--- src/rtl/hazard_unit_if.sv ---
// Signal bundle between the decode/back-end pipeline and hazard_unit.
// master = pipeline side (drives ID/stage info), slave = hazard_unit.
interface hazard_unit_if #(
  parameter int NSTG = 3,
  parameter int NREG = 32
);
  localparam int RW   = $clog2(NREG);
  localparam int SELW = (NSTG > 2) ? $clog2(NSTG) : 1;

  logic                 bus_stall;
  logic [RW-1:0]        id_rs1;
  logic                 id_rs1_use;
  logic [RW-1:0]        id_rs2;
  logic                 id_rs2_use;
  logic                 id_no_fw;
  logic [NSTG*RW-1:0]   st_rd;
  logic [NSTG-1:0]      st_wr;
  logic [NSTG-1:0]      st_rdy;
  logic                 stall_fe;
  logic [NSTG-1:0]      be_bubble;
  logic                 fw_a_en;
  logic [SELW-1:0]      fw_a_sel;
  logic                 fw_b_en;
  logic [SELW-1:0]      fw_b_sel;

  modport master (
    output bus_stall, id_rs1, id_rs1_use, id_rs2, id_rs2_use, id_no_fw,
           st_rd, st_wr, st_rdy,
    input  stall_fe, be_bubble, fw_a_en, fw_a_sel, fw_b_en, fw_b_sel
  );

  modport slave (
    input  bus_stall, id_rs1, id_rs1_use, id_rs2, id_rs2_use, id_no_fw,
           st_rd, st_wr, st_rdy,
    output stall_fe, be_bubble, fw_a_en, fw_a_sel, fw_b_en, fw_b_sel
  );
endinterface

--- src/rtl/hazard_unit.sv ---
// Data-hazard, forwarding and stall controller for an in-order hart with NSTG back-end stages.
// Define HAZ_FWD_EN to compile in operand forwarding; without it every dependency stalls to writeback.
module hazard_unit #(
  parameter int NSTG = 3,
  parameter int NREG = 32
) (
  input logic          clk,
  input logic          rst,
  hazard_unit_if.slave haz
);
  localparam int RW   = $clog2(NREG);
  localparam int SELW = (NSTG > 2) ? $clog2(NSTG) : 1;
  localparam int CW   = $clog2(NSTG + 1);

  typedef logic [SELW-1:0] sel_t;
  typedef logic [CW-1:0]   cnt_t;
  typedef struct packed {
    logic hit;
    sel_t idx;
  } match_t;

  cnt_t            stall_cnt_q, stall_cnt_d;
  logic [NSTG-1:0] bubble_q, bubble_d;
  logic            fw_a_en_q, fw_a_en_d, fw_b_en_q, fw_b_en_d;
  sel_t            fw_a_sel_q, fw_a_sel_d, fw_b_sel_q, fw_b_sel_d;

  match_t m_a, m_b;
  logic   fwd_a, fwd_b, haz_a, haz_b, hazard, stall_fe;
  cnt_t   w_a, w_b, w;

  // Scanning oldest to youngest lets the youngest (lowest index) match win.
  function automatic match_t youngest(input logic [RW-1:0]      rs,
                                      input logic               rs_use,
                                      input logic [NSTG*RW-1:0] rd,
                                      input logic [NSTG-1:0]    wr,
                                      input logic [NSTG-1:0]    bub);
    match_t m;
    m = '0;
    for (int i = NSTG - 1; i >= 0; i--) begin
      if (rs_use && rs != '0 && wr[i] && !bub[i] && rd[i*RW +: RW] == rs) begin
        m.hit = 1'b1;
        m.idx = sel_t'(i);
      end
    end
    return m;
  endfunction

  always_comb begin
    m_a = youngest(haz.id_rs1, haz.id_rs1_use, haz.st_rd, haz.st_wr, bubble_q);
    m_b = youngest(haz.id_rs2, haz.id_rs2_use, haz.st_rd, haz.st_wr, bubble_q);
`ifdef HAZ_FWD_EN
    fwd_a = m_a.hit && haz.st_rdy[m_a.idx] && !haz.id_no_fw;
    fwd_b = m_b.hit && haz.st_rdy[m_b.idx] && !haz.id_no_fw;
    // A pending load only needs one cycle before it is re-checked.
    w_a = (!haz.st_rdy[m_a.idx] && !haz.id_no_fw) ? cnt_t'(1) : cnt_t'(NSTG) - cnt_t'(m_a.idx);
    w_b = (!haz.st_rdy[m_b.idx] && !haz.id_no_fw) ? cnt_t'(1) : cnt_t'(NSTG) - cnt_t'(m_b.idx);
`else
    fwd_a = 1'b0;
    fwd_b = 1'b0;
    w_a   = cnt_t'(NSTG) - cnt_t'(m_a.idx);
    w_b   = cnt_t'(NSTG) - cnt_t'(m_b.idx);
`endif
    haz_a    = m_a.hit && !fwd_a;
    haz_b    = m_b.hit && !fwd_b;
    hazard   = (stall_cnt_q == '0) && !haz.bus_stall && (haz_a || haz_b);
    w        = (haz_a && (!haz_b || w_a >= w_b)) ? w_a : w_b;
    stall_fe = haz.bus_stall || (stall_cnt_q != '0) || hazard;
  end

`ifndef HAZ_FWD_EN
  logic unused_fwd_inputs;
  assign unused_fwd_inputs = haz.id_no_fw ^ (^haz.st_rdy);
`endif

  always_comb begin
    // NOTE: every next-state signal gets a default first so no latch is inferred.
    stall_cnt_d = stall_cnt_q;
    bubble_d    = bubble_q;
    fw_a_en_d   = fw_a_en_q;
    fw_a_sel_d  = fw_a_sel_q;
    fw_b_en_d   = fw_b_en_q;
    fw_b_sel_d  = fw_b_sel_q;
    if (!haz.bus_stall) begin
      bubble_d = {bubble_q[NSTG-2:0], stall_fe};
      if (hazard)                  stall_cnt_d = w - cnt_t'(1);
      else if (stall_cnt_q != '0)  stall_cnt_d = stall_cnt_q - cnt_t'(1);
      if (!stall_fe) begin
        fw_a_en_d  = fwd_a;
        fw_a_sel_d = fwd_a ? m_a.idx : '0;
        fw_b_en_d  = fwd_b;
        fw_b_sel_d = fwd_b ? m_b.idx : '0;
      end else begin
        fw_a_en_d = 1'b0;
        fw_b_en_d = 1'b0;
      end
    end
  end

  // NOTE: non-blocking assignments so every register samples the same pre-edge state.
  always_ff @(posedge clk or posedge rst) begin
    if (rst) begin
      stall_cnt_q <= '0;
      bubble_q    <= '1;
      fw_a_en_q   <= 1'b0;
      fw_a_sel_q  <= '0;
      fw_b_en_q   <= 1'b0;
      fw_b_sel_q  <= '0;
    end else begin
      stall_cnt_q <= stall_cnt_d;
      bubble_q    <= bubble_d;
      fw_a_en_q   <= fw_a_en_d;
      fw_a_sel_q  <= fw_a_sel_d;
      fw_b_en_q   <= fw_b_en_d;
      fw_b_sel_q  <= fw_b_sel_d;
    end
  end

  assign haz.stall_fe  = stall_fe;
  assign haz.be_bubble = bubble_q;
  assign haz.fw_a_en   = fw_a_en_q;
  assign haz.fw_a_sel  = fw_a_sel_q;
  assign haz.fw_b_en   = fw_b_en_q;
  assign haz.fw_b_sel  = fw_b_sel_q;
endmodule

--- src/flat_wrapper.sv ---
// flat-port wrapper written by rule: the top's interface ports become plain ports
module hazard_unit_flat 
#(
  parameter int NSTG = 3,
  parameter int NREG = 32
)
  (clk, rst, haz_bus_stall, haz_id_rs1, haz_id_rs1_use, haz_id_rs2, haz_id_rs2_use, haz_id_no_fw, haz_st_rd, haz_st_wr, haz_st_rdy, haz_stall_fe, haz_be_bubble, haz_fw_a_en, haz_fw_a_sel, haz_fw_b_en, haz_fw_b_sel);
  hazard_unit_if #(.NSTG(NSTG), .NREG(NREG)) haz_i ();
  input logic clk;
  input logic rst;
  input wire logic [$bits(haz_i.bus_stall)-1:0] haz_bus_stall;
  input wire logic [$bits(haz_i.id_rs1)-1:0] haz_id_rs1;
  input wire logic [$bits(haz_i.id_rs1_use)-1:0] haz_id_rs1_use;
  input wire logic [$bits(haz_i.id_rs2)-1:0] haz_id_rs2;
  input wire logic [$bits(haz_i.id_rs2_use)-1:0] haz_id_rs2_use;
  input wire logic [$bits(haz_i.id_no_fw)-1:0] haz_id_no_fw;
  input wire logic [$bits(haz_i.st_rd)-1:0] haz_st_rd;
  input wire logic [$bits(haz_i.st_wr)-1:0] haz_st_wr;
  input wire logic [$bits(haz_i.st_rdy)-1:0] haz_st_rdy;
  output wire logic [$bits(haz_i.stall_fe)-1:0] haz_stall_fe;
  output wire logic [$bits(haz_i.be_bubble)-1:0] haz_be_bubble;
  output wire logic [$bits(haz_i.fw_a_en)-1:0] haz_fw_a_en;
  output wire logic [$bits(haz_i.fw_a_sel)-1:0] haz_fw_a_sel;
  output wire logic [$bits(haz_i.fw_b_en)-1:0] haz_fw_b_en;
  output wire logic [$bits(haz_i.fw_b_sel)-1:0] haz_fw_b_sel;
  assign haz_i.bus_stall = haz_bus_stall;
  assign haz_i.id_rs1 = haz_id_rs1;
  assign haz_i.id_rs1_use = haz_id_rs1_use;
  assign haz_i.id_rs2 = haz_id_rs2;
  assign haz_i.id_rs2_use = haz_id_rs2_use;
  assign haz_i.id_no_fw = haz_id_no_fw;
  assign haz_i.st_rd = haz_st_rd;
  assign haz_i.st_wr = haz_st_wr;
  assign haz_i.st_rdy = haz_st_rdy;
  assign haz_stall_fe = haz_i.stall_fe;
  assign haz_be_bubble = haz_i.be_bubble;
  assign haz_fw_a_en = haz_i.fw_a_en;
  assign haz_fw_a_sel = haz_i.fw_a_sel;
  assign haz_fw_b_en = haz_i.fw_b_en;
  assign haz_fw_b_sel = haz_i.fw_b_sel;
  hazard_unit #(.NSTG(NSTG), .NREG(NREG)) u_core (.clk(clk), .rst(rst), .haz(haz_i));
endmodule
--- config.mk ---
export PLATFORM = sky130hd
export DESIGN_NAME = hazard_unit_flat
export DESIGN_NICKNAME = d
export VERILOG_FILES = /design/src/rtl/hazard_unit_if.sv /design/src/rtl/hazard_unit.sv /design/src/flat_wrapper.sv
export SDC_FILE = /design/constraint.sdc
export NUM_CORES = 1
export LEC_CHECK = 0
export BUFFER_PORTS_ARGS = -buffer_cell sky130_fd_sc_hd__buf_2
export CORE_UTILIZATION = 44
export CTS_BUF_LIST = sky130_fd_sc_hd__clkbuf_4 sky130_fd_sc_hd__clkbuf_8 sky130_fd_sc_hd__clkbuf_16
export DETAILED_ROUTE_END_ITERATION = 10
export GPL_TIMING_DRIVEN = 0
export PLACE_DENSITY = 0.8
export SLEW_MARGIN = 0
export SYNTH_ARGS = -nofsm -noshare
export SYNTH_HDL_FRONTEND = slang
export SYNTH_SLANG_ARGS = --single-unit
export TNS_END_PERCENT = 10
--- constraint.sdc ---
create_clock -name clk -period 3.7 [get_ports clk]
set_input_delay 0 -clock clk [delete_from_list [all_inputs] [get_ports clk]]
set_output_delay 0 -clock clk [all_outputs]
set_load 0.05 [all_outputs]
# Word-level counts from Yosys, hierarchy flattened
# Cells that the tools add are included.
[word_totals]
ff_bits = 5
wordCells = 61
[classes]
add_sub_neg = 4
n_lt_le_gt_ge = 1
eq_ne = 6
n_mux = 9
n_bitwise = 1
reduce_logical = 38
[ops]
columns = ["cell", "n"]
rows = [
  ["== test 5 bit", 6],
  ["logical AND 1 bit", 23],
  ["2-to-1 mux 3 bit", 6],
  ["nonzero test 5 bit", 2],
  ["2-to-1 mux 2 bit", 3],
  ["zero test 1 bit", 5],
  ["logical OR 1 bit", 4],
  ["nonzero test 2 bit", 2],
  ["subtractor 2 x 1 -> 2 bit (second input constant)", 2],
  ["subtractor 2 bit (first input constant)", 2],
  ["greater-or-equal comparator 2 bit", 1],
  ["zero test 2 bit", 1],
  ["AND reduction 2 bit", 1],
  ["inverter 1 bit", 1],
]

# Logic depth before layout (Yosys ltp)
# Gate-level depths: netlist (run 1).
[logic_depth]
word_depth = 15
depth_mapped = 11
depth_no_buf = 11

# Worst setup path before layout (run 1)
# OpenSTA, ideal clock, no wires.
[synth_path]
path_kind = "register -> register"
startpoint = "register u_core.bubble_q[0], in the netlist u_core.haz.be_bubble[0]"
endpoint = "register u_core.stall_cnt_q[0]"
setup_time_ns = 0.124
arrival_ns = 2.568
setup_slack_ns = 1.008
path_stages_with_launch = 11
n_path_buf = 0
synth_period_minus_slack_ns = 2.692
path_cell_list = "dfstp_2 -> nand2b_1 -> or4_4 -> nor2b_1 -> ha_1 -> nand2b_1 -> a21o_1 -> nor4_1 -> or3b_1 -> o22ai_2 -> o31a_1"
[synth_via]
elab_chain_len = 11
word_cells_on_any_way = 20
cone_classes = "add/sub (3); order compare (1); mux (4); reduce/logical (12)"
[synth_rtl]
columns = ["item", "line", "text"]
rows = [
  ["start, declared", "hazard_unit.sv:23", "logic [NSTG-1:0] bubble_q, bubble_d;"],
  ["start signal, assigned", "hazard_unit.sv:110", "bubble_q <= bubble_d;"],
  ["zero test 1 bit *", "hazard_unit.sv:40", "if (rs_use && rs != '0 && wr[i] && !bub[i] && rd[i*RW +: RW] == rs) begin"],
  ["logical AND 1 bit (2 in series)", "hazard_unit.sv:40", ""],
  ["2-to-1 mux 3 bit", "hazard_unit.sv:40", ""],
  ["subtractor 2 bit (on tied branches)", "hazard_unit.sv:60, hazard_unit.sv:61", ""],
  ["greater-or-equal comparator 2 bit", "hazard_unit.sv:66", "w = (haz_a && (!haz_b || w_a >= w_b)) ? w_a : w_b;"],
  ["logical OR 1 bit", "hazard_unit.sv:66", ""],
  ["logical AND 1 bit", "hazard_unit.sv:66", ""],
  ["2-to-1 mux 2 bit", "hazard_unit.sv:66", ""],
  ["subtractor 2 x 1 -> 2 bit", "hazard_unit.sv:85", "if (hazard) stall_cnt_d = w - cnt_t'(1);"],
  ["2-to-1 mux 2 bit", "hazard_unit.sv:85", ""],
  ["end signal, assigned", "hazard_unit.sv:109", "stall_cnt_q <= stall_cnt_d;"],
  ["end, declared", "hazard_unit.sv:22", "cnt_t stall_cnt_q, stall_cnt_d;"],
]
# Mark *: on every way between the ends. The rest lies on a longest branch, timed or not.
# A chain may end at the register's enable or synchronous reset.

# Worst setup path after layout (run 1)
[layout_path]
startpoint = "register u_core.bubble_q[0], in the netlist u_core.haz.be_bubble[0]"
endpoint = "register u_core.stall_cnt_q[1]"
# The elaborated chain is that of the path after synthesis.

==> results.json, run 1 <==
{
  "power_density_nw_per_um2": 263.2,
  "wl_met2_um": 947,
  "synthToLayoutAreaGrowth_pct": 31.64,
  "fraction_of_final_layout_cells_with_drive_strength_greater_than_1": 0.3986,
  "synth_adder_area_share": 0.02985,
  "worst-r2r-setup-slack_ns": 0.93,
  "cell_with_the_biggest_individual_delay_on_the_critical_path": "sky130_fd_sc_hd__or4_4",
  "worstHoldPathCells": 2,
  "timing.fmax_ghz": 0.3610,
  "critPathArrivalTime_ns": 2.91,
  "cts_tree": "done",
  "grt_pass1_wl_um": 2973,
  "critPathLaunchType": "flop",
  "die_height_um": 45.65,
  "reg2reg_depth": 10,
  "ant_nets": 0,
  "area_enclosed_by_the_die_boundary_sq_um": 2084,
  "register_area_sq_um": 128.9,
  "fin_worst_skew_ns": 0.0004528,
  "hold_class": "in -> reg",
  "synthesis.area_per_instance_sq_um": 8.554,
  "worst_path_cell_trace": "nand2b_1 > or4_4 > nor2b_1 > ha_1 > nand2b_1 > a21o_1 > nor4_1 > or3b_1 > o22ai_2 > o31ai_1",
  "hold_path_startpoint": "haz_bus_stall",
  "xor_xnor_cell_area_share_of_the_yosys_netlist": 0.3239,
  "chipWidth_um": 45.65,
  "drt_iter0_markers": 4,
  "detailedPlacementHpwl_um": 1676,
  "tritoncts.num_buffers": 3,
  "synth_top_family_by_area": "XOR/XNOR gates",
  "fin_tns_setup_ns": 0,
  "synthSimpleGateAreaFrac": 0.2731,
  "synth-seq-cells": 5,
  "top_layer_used": "met3",
  "clk_transition_reported_paths_ns": 0.04,
  "multiInputGateArea_sq_um": 675.6,
  "viasPerCell": 5.054,
  "post-route-drc-count": 0,
  "timing_max_transition_violations_final": 0,
  "nFillCells": 170,
  "whs_ns": 0.2126,
  "cts_resized": 0,
  "yosysWarnings": 0,
  "grt_overflow": 0,
  "dr_wl_met3_um": 135,
  "power.static_leakage_nw": 0.4675,
  "hold-path-endpoint": "u_core.haz.be_bubble[2]$_DFFE_PP1N_",
  "portBuffers": 35,
  "total_routing_usage_gr": 0.1944,
  "instance_count_of_the_mapped_netlist": 98,
  "cp-end-kind": "flop",
  "finalWorstPathRequiredPeriod_ns": 2.770,
  "worst_path_largest_cell_delay_ns": 0.57,
  "critPathRequiredTime_ns": 3.84,
  "numClockSinks": 5,
  "drt-pass1-iter-count": 4,
  "run_status": "finished, final reports clean",
  "detail_route.wl_per_cell_um": 11.36,
  "sequential_area_share_after_synthesis": 0.1537,
  "finalHoldViolations": 0,
  "diode_count": 0,
  "setup.worst_path.class": "reg -> reg",
  "number_of_buffers_on_the_longest_clock_path": 2,
  "cp_common_cell": "sky130_fd_sc_hd__nand2b_1",
  "wirelength_met1_um": 824,
  "synth.cell_area_sq_um": 838.3,
  "total_length_of_routed_wires_um": 1908,
  "critPathMaxFanout": 5,
  "worst_case_vdd_ir_drop_uv": 272.9,
  "boundaryPins": 47,
  "floorplan.initialDensity": 0.4752,
  "grt_pass1_vias": 745,
  "crit-reg2reg-capture": "u_core.stall_cnt_q[1]$_DFFE_PP0P_",
  "synth.lib_cells_used.distinct": 35,
  "nNetsFinal": 183,
  "setup_repair_after_global_routing_missed_its_margin": "no",
  "compound_gate_portion_of_the_synthesized_area": 0.1254,
  "clk-insertion-delay-late_ns": 0.24,
  "detailroute.via_count": 849,
  "cap_violations": 0,
  "cts.root.buffer_cell": "sky130_fd_sc_hd__clkbuf_4",
  "finalSetupViolCount": 0,
  "cts_max_level": 1,
  "synth.mux.area_fraction": 0.02687,
  "grt_max_degree": 8,
  "fraction_of_the_cycle_the_final_worst_path_needs": 0.7487,
  "timing.rr.start": "u_core.haz.be_bubble[0]$_DFFE_PP1N_",
  "floorplan.rows": 15,
  "placeableCoreArea_sq_um": 1764,
  "grt_antenna_before_repair": 0,
  "globalplace.congestion": 0.9277
}
==> cells by family after synthesis <==
group           after synthesis
compound gates               14
xor+xnor                     31
fa+ha+maj                     2
buf+inv                       8
flops                         5
mux                           2
other cells                   1
simple gates                 35
==> cell usage in the layout, fill, tap and decap left out, types with 2 or more instances in the layout <==
master and instances:
sky130_fd_sc_hd__buf_4 6, sky130_fd_sc_hd__nor4_1 3, sky130_fd_sc_hd__nor3_1 2, sky130_fd_sc_hd__or4_4 3, sky130_fd_sc_hd__o31ai_1 2, sky130_fd_sc_hd__dfrtp_1 2, sky130_fd_sc_hd__o21ai_2 2, sky130_fd_sc_hd__conb_1 6
sky130_fd_sc_hd__or4_1 3, sky130_fd_sc_hd__nand2b_1 3, sky130_fd_sc_hd__mux2_2 2, sky130_fd_sc_hd__nor2b_1 2, sky130_fd_sc_hd__xnor2_1 22, sky130_fd_sc_hd__ha_1 2, sky130_fd_sc_hd__nand3b_1 2, sky130_fd_sc_hd__nand4_1 6
sky130_fd_sc_hd__clkbuf_4 4, sky130_fd_sc_hd__buf_2 35, sky130_fd_sc_hd__a21oi_1 3, sky130_fd_sc_hd__nor2_1 2, sky130_fd_sc_hd__dfstp_2 3, sky130_fd_sc_hd__nand2_1 4, sky130_fd_sc_hd__xor2_1 9
==> flip-flops by register name, summed over array words and instances, names as in the netlist <==
signal / count
u_core.haz.be_bubble: 3
u_core.stall_cnt_q: 2
==> final cells by class <==
cell class / count / share of cell area
Multi-Input combinational cell: 90 / 0.6122
Tap cell: 25 / 0.02834
Buffer: 7 / 0.04422
Inverter: 1 / 0.003401
Clock buffer: 4 / 0.02721
Sequential cell: 5 / 0.1168
Timing Repair Buffer: 36 / 0.1678
==> cells in the mapped netlist <==
cell type,n,area (sq um)
sky130_fd_sc_hd__a21o_1,1,7.510
sky130_fd_sc_hd__a21oi_1,3,15.01
sky130_fd_sc_hd__a41oi_1,1,8.760
sky130_fd_sc_hd__and2_1,1,6.260
sky130_fd_sc_hd__and2_4,1,8.760
sky130_fd_sc_hd__and3_1,1,6.260
sky130_fd_sc_hd__buf_4,6,45.04
sky130_fd_sc_hd__clkbuf_1,1,3.750
sky130_fd_sc_hd__conb_1,1,3.750
sky130_fd_sc_hd__dfrtp_1,2,50.05
sky130_fd_sc_hd__dfstp_2,3,78.83
sky130_fd_sc_hd__ha_1,2,25.02
sky130_fd_sc_hd__inv_1,1,3.750
sky130_fd_sc_hd__mux2_2,2,22.52
sky130_fd_sc_hd__nand2_1,4,15.01
sky130_fd_sc_hd__nand2b_1,3,18.77
sky130_fd_sc_hd__nand3b_1,2,15.01
sky130_fd_sc_hd__nand4_1,6,37.54
sky130_fd_sc_hd__nor2_1,2,7.510
sky130_fd_sc_hd__nor2b_1,2,12.51
sky130_fd_sc_hd__nor3_1,2,10.01
sky130_fd_sc_hd__nor3b_1,1,7.510
sky130_fd_sc_hd__nor4_1,3,18.77
sky130_fd_sc_hd__o211ai_1,1,7.510
sky130_fd_sc_hd__o21a_1,1,7.510
sky130_fd_sc_hd__o21ai_0,1,5.000
sky130_fd_sc_hd__o21ai_2,2,17.52
sky130_fd_sc_hd__o22ai_2,1,12.51
sky130_fd_sc_hd__o31a_1,1,8.760
sky130_fd_sc_hd__o31ai_1,2,15.01
sky130_fd_sc_hd__or3b_1,1,8.760
sky130_fd_sc_hd__or4_1,3,22.52
sky130_fd_sc_hd__or4_4,3,33.78
sky130_fd_sc_hd__xnor2_1,22,192.7
sky130_fd_sc_hd__xor2_1,9,78.83
==> worst max-delay path: cells and delay by family, from the launching register on <==
family | cells | cell delay, ns
simple gates | 6 | 1.50
flops | 1 | 0.37
compound gates | 3 | 0.52
fa+ha+maj | 1 | 0.27
==> what timing repair did <==
action / 4_1_cts / 5_1_grt
endpoints found under the hold margin: 5 / 0
hold buffers: 1 / 0
buffers inserted: 0 / 0
==> how the worst max path moves through the flow <==
stage,startpoint,endpoint,slack (ns),depth (start not counted)
after floorplan,u_core.haz.be_bubble[0]$_DFFE_PP1N_,u_core.stall_cnt_q[0]$_DFFE_PP0P_,1.01,10
after global placement,u_core.haz.be_bubble[0]$_DFFE_PP1N_,u_core.stall_cnt_q[0]$_DFFE_PP0P_,0.96,10
after detailed placement,u_core.haz.be_bubble[0]$_DFFE_PP1N_,u_core.stall_cnt_q[1]$_DFFE_PP0P_,0.95,10
after CTS,u_core.haz.be_bubble[0]$_DFFE_PP1N_,u_core.stall_cnt_q[1]$_DFFE_PP0P_,0.93,10
after global routing,u_core.haz.be_bubble[0]$_DFFE_PP1N_,u_core.stall_cnt_q[1]$_DFFE_PP0P_,0.71,10
final,u_core.haz.be_bubble[0]$_DFFE_PP1N_,u_core.stall_cnt_q[1]$_DFFE_PP0P_,0.93,10
==> power breakdown <==
group          total (mW)  switching (mW)  internal, mW
sequential         0.0759         0.00724        0.0686
clock              0.0682          0.0203        0.0479
combinational       0.146          0.0888        0.0576
==> stage by stage <==
stage	power [mW]	utilization	instance area [sq um]	setup WS, ns	std cells
4_1_cts	0.2939	0.6255	1104	0.9344	168
2_1_floorplan	0.1772	-	857.1	1.008	103
5_1_grt	0.3081	0.6255	1104	0.7120	168
3_5_place_dp	0.2223	0.6028	1064	0.9518	163
3_3_place_gp	0.2191	0.6028	1064	0.9561	163
6_report	0.2905	0.6255	1104	0.9297	168
==> layer usage <==
metal	up-vias	track usage
li1	433	-
met2	35	0.3371
met1	381	0.2446
met3	0	0.04762
met4	0	0.03030
met5	-	0
Note: power is estimated with default switching activity, not from simulation.
==> run 2: changes to the inputs <==
--- a/config.mk
+++ b/config.mk
@@ -5,12 +5,13 @@
 export SDC_FILE = /design/constraint.sdc
 export NUM_CORES = 1
 export LEC_CHECK = 0
+export ABC_AREA = 1
 export BUFFER_PORTS_ARGS = -buffer_cell sky130_fd_sc_hd__buf_2
 export CORE_UTILIZATION = 44
 export CTS_BUF_LIST = sky130_fd_sc_hd__clkbuf_4 sky130_fd_sc_hd__clkbuf_8 sky130_fd_sc_hd__clkbuf_16
 export DETAILED_ROUTE_END_ITERATION = 10
 export GPL_TIMING_DRIVEN = 0
-export PLACE_DENSITY = 0.8
+export PLACE_DENSITY = 0.77
 export SLEW_MARGIN = 0
 export SYNTH_ARGS = -nofsm -noshare
 export SYNTH_HDL_FRONTEND = slang
==> constraint.sdc (replaced) <==
create_clock -name clk -period 2.3 [get_ports clk]
set_input_delay 0 -clock clk [delete_from_list [all_inputs] [get_ports clk]]
set_output_delay 0 -clock clk [all_outputs]
set_load 0.05 [all_outputs]
==> results.json, run 2 <==
{
  "drt-pass1-iter-count": 4,
  "globalplace.congestion": 0.9799,
  "setup.worst_path.class": "reg -> reg",
  "synthesis.area_per_instance_sq_um": 5.208,
  "drt_iter0_markers": 36,
  "fraction_of_final_layout_cells_with_drive_strength_greater_than_1": 0.3245,
  "post-route-drc-count": 0,
  "total_power_after_layout_mw": 0.6930,
  "grt_pass1_wl_um": 5175,
  "hold_class": "in -> async",
  "viasPerCell": 4.942,
  "ant_nets": 0,
  "floorplan.rows": 17,
  "finalSetupViolCount": 0,
  "fraction_of_the_cycle_the_final_worst_path_needs": 0.9611,
  "layout.cells.most_common": "sky130_fd_sc_hd__nand2_1",
  "critPathMaxFanout": 3,
  "power.static_leakage_nw": 0.8774,
  "instance_count_of_the_mapped_netlist": 216,
  "yosysWarnings": 0,
  "sequential_area_share_after_synthesis": 0.1146,
  "grt_overflow": 0,
  "detail_route.wl_per_cell_um": 10.80,
  "cts_tree": "done",
  "yosys-top-cells-area": "sky130_fd_sc_hd__nand2_1 (26%), sky130_fd_sc_hd__nor2_1 (9.7%), sky130_fd_sc_hd__inv_1 (8.7%)",
  "layout_common_cells": "sky130_fd_sc_hd__nand2_1 (76), sky130_fd_sc_hd__buf_2 (35), sky130_fd_sc_hd__nor2_1 (27)",
  "post-synth-top-count-cell": "sky130_fd_sc_hd__nand2_1",
  "synth.lib_cells_used.distinct": 34,
  "numClockSinks": 5,
  "power_density_nw_per_um2": 470.6,
  "grt_max_degree": 8,
  "critPathArrivalTime_ns": 2.35,
  "grt_antenna_before_repair": 0,
  "diode_count": 0,
  "timing.fmax_ghz": 0.4524,
  "floorplan.initialDensity": 0.4852,
  "synth-edff-count": 0,
  "boundaryPins": 47,
  "placeableCoreArea_sq_um": 2318,
  "total_routing_usage_gr": 0.2524,
  "setup_repair_after_global_routing_missed_its_margin": "yes",
  "async_reset_ff_frac": 1.000,
  "final.setup.worst_slack_ns": 0.08943,
  "total_length_of_routed_wires_um": 3163,
  "synth_common_cells": "sky130_fd_sc_hd__nand2_1 (79), sky130_fd_sc_hd__nor2_1 (29), sky130_fd_sc_hd__inv_1 (26)",
  "detailroute.via_count": 1448,
  "number_of_flip_flops_under_the_largest_register_name": 3,
  "portBuffers": 35,
  "clk_transition_reported_paths_ns": 0.05,
  "run_status": "finished, final reports clean",
  "critPathLaunchType": "flop",
  "tritoncts.num_buffers": 3,
  "place_ws_ns": 0.04605,
  "number_of_buffers_on_the_longest_clock_path": 2,
  "synth.cell_area_sq_um": 1125,
  "cts_max_level": 1,
  "timing_max_transition_violations_final": 0,
  "finalWorstPathRequiredPeriod_ns": 2.211,
  "worst_case_vdd_ir_drop_uv": 519.5,
  "synthToLayoutAreaGrowth_pct": 30.92,
  "post_synth_top_flop": "sky130_fd_sc_hd__dfstp_2",
  "synth-seq-cells": 5,
  "chipWidth_um": 52.56,
  "cp-end-kind": "flop",
  "grt_pass1_vias": 1257,
  "clk-insertion-delay-late_ns": 0.25,
  "fin_worst_skew_ns": 0.001798,
  "whs_ns": 0.2022,
  "die_height_um": 52.56,
  "cap_violations": 0,
  "cts.root.buffer_cell": "sky130_fd_sc_hd__clkbuf_4",
  "critPathRequiredTime_ns": 2.44,
  "netlist.area_leader.share": 0.2636,
  "area_enclosed_by_the_die_boundary_sq_um": 2763,
  "nNetsFinal": 305,
  "synthDominantAreaCellType": "sky130_fd_sc_hd__nand2_1",
  "finalHoldViolations": 0,
  "detailedPlacementHpwl_um": 2529
}
==> run 2: per-layer routing <==
layer,vias to the layer above,part of all wire,track usage
met5,-,0,0
met4,0,0.0089,0.06579
met3,6,0.063,0.01739
met2,56,0.45,0.4219
met1,622,0.48,0.3461
li1,764,-,-
==> run 2: cells by family (layout without fill, tap and decap cells) <==
kind of cell             after synthesis  in the layout  synth area share
flip-flops                             5              5            0.1146
buffers and inverters                 46             90            0.1802
XOR/XNOR                               5              5           0.03893
AND/OR/NAND/NOR                      139            139            0.5306
adder cells (fa/ha/maj)                2              2           0.02224
other                                  1              6          0.003334
AO/OA/AOI/OAI                         18             18            0.1101
==> run 2: area by class of cell <==
class	count	area [sq um]
plain buffers	7	56.30
clock buffers	4	30.03
fillers	233	845.8
inverters	39	146.4
multi-input cells	170	858.3
flip-flops and latches	5	128.9
well taps	28	35.03
repair buffers	40	217.7
==> run 2: what timing repair did <==
item,4_1_cts,5_1_grt
endpoints found under the setup margin,0,2
gates resized for setup,0,9
hold endpoints to repair,7,0
setup buffers,0,3
hold buffers,2,0
==> run 2: stage by stage <==
stage	TNS (ns)	utilization	cell area, sq um	cells
2_1_floorplan	0	-	1152	221
3_3_place_gp	0	0.5877	1363	284
3_5_place_dp	0	0.5877	1363	284
4_1_cts	0	0.6093	1413	290
5_1_grt	-0.2534	0.6352	1473	293
6_report	0	0.6352	1473	293
==> run 2: critical path: stages, from the launching register on <==
cell and delay (ns):
sky130_fd_sc_hd__dfstp_2 0.38, sky130_fd_sc_hd__inv_2 0.07, sky130_fd_sc_hd__nand2_4 0.05, sky130_fd_sc_hd__nor2_2 0.06, sky130_fd_sc_hd__nand2_1 0.08, sky130_fd_sc_hd__nor2_2 0.12, sky130_fd_sc_hd__nand3_2 0.08, sky130_fd_sc_hd__a31oi_1 0.24
sky130_fd_sc_hd__inv_1 0.09, sky130_fd_sc_hd__ha_1 0.27, sky130_fd_sc_hd__inv_1 0.05, sky130_fd_sc_hd__nand2_1 0.05, sky130_fd_sc_hd__a21oi_2 0.13, sky130_fd_sc_hd__nand2_2 0.08, sky130_fd_sc_hd__nand2_2 0.08, sky130_fd_sc_hd__nand2_1 0.05
sky130_fd_sc_hd__nand3_1 0.06, sky130_fd_sc_hd__nand2_1 0.06, sky130_fd_sc_hd__nand2_1 0.06, sky130_fd_sc_hd__inv_1 0.04
==> run 2: power breakdown <==
group	total, mW	internal, mW	switching (mW)	leakage [nW]
clock	0.118	0.0777	0.0406	0.0184
sequential	0.157	0.135	0.0224	0.0582
combinational	0.418	0.128	0.290	0.801
==> run 2: worst paths after layout <==
kind | startpoint | end | slack, ns | cells past startpoint
max | u_core.haz.be_bubble[1]$_DFFE_PP1N_ | u_core.stall_cnt_q[1]$_DFFE_PP0P_ | 0.09 | 19
min | rst | u_core.stall_cnt_q[0]$_DFFE_PP0P_ | 0.20 | 3
max reg2reg | u_core.haz.be_bubble[1]$_DFFE_PP1N_ | u_core.stall_cnt_q[1]$_DFFE_PP0P_ | 0.09 | 19
min reg2reg | u_core.haz.be_bubble[0]$_DFFE_PP1N_ | u_core.haz.be_bubble[1]$_DFFE_PP1N_ | 0.50 | 2
max in group asynchronous | rst | u_core.haz.be_bubble[1]$_DFFE_PP1N_ | 1.86 | 3
min in group clk | haz_id_rs1_use | u_core.stall_cnt_q[0]$_DFFE_PP0P_ | 0.38 | 8
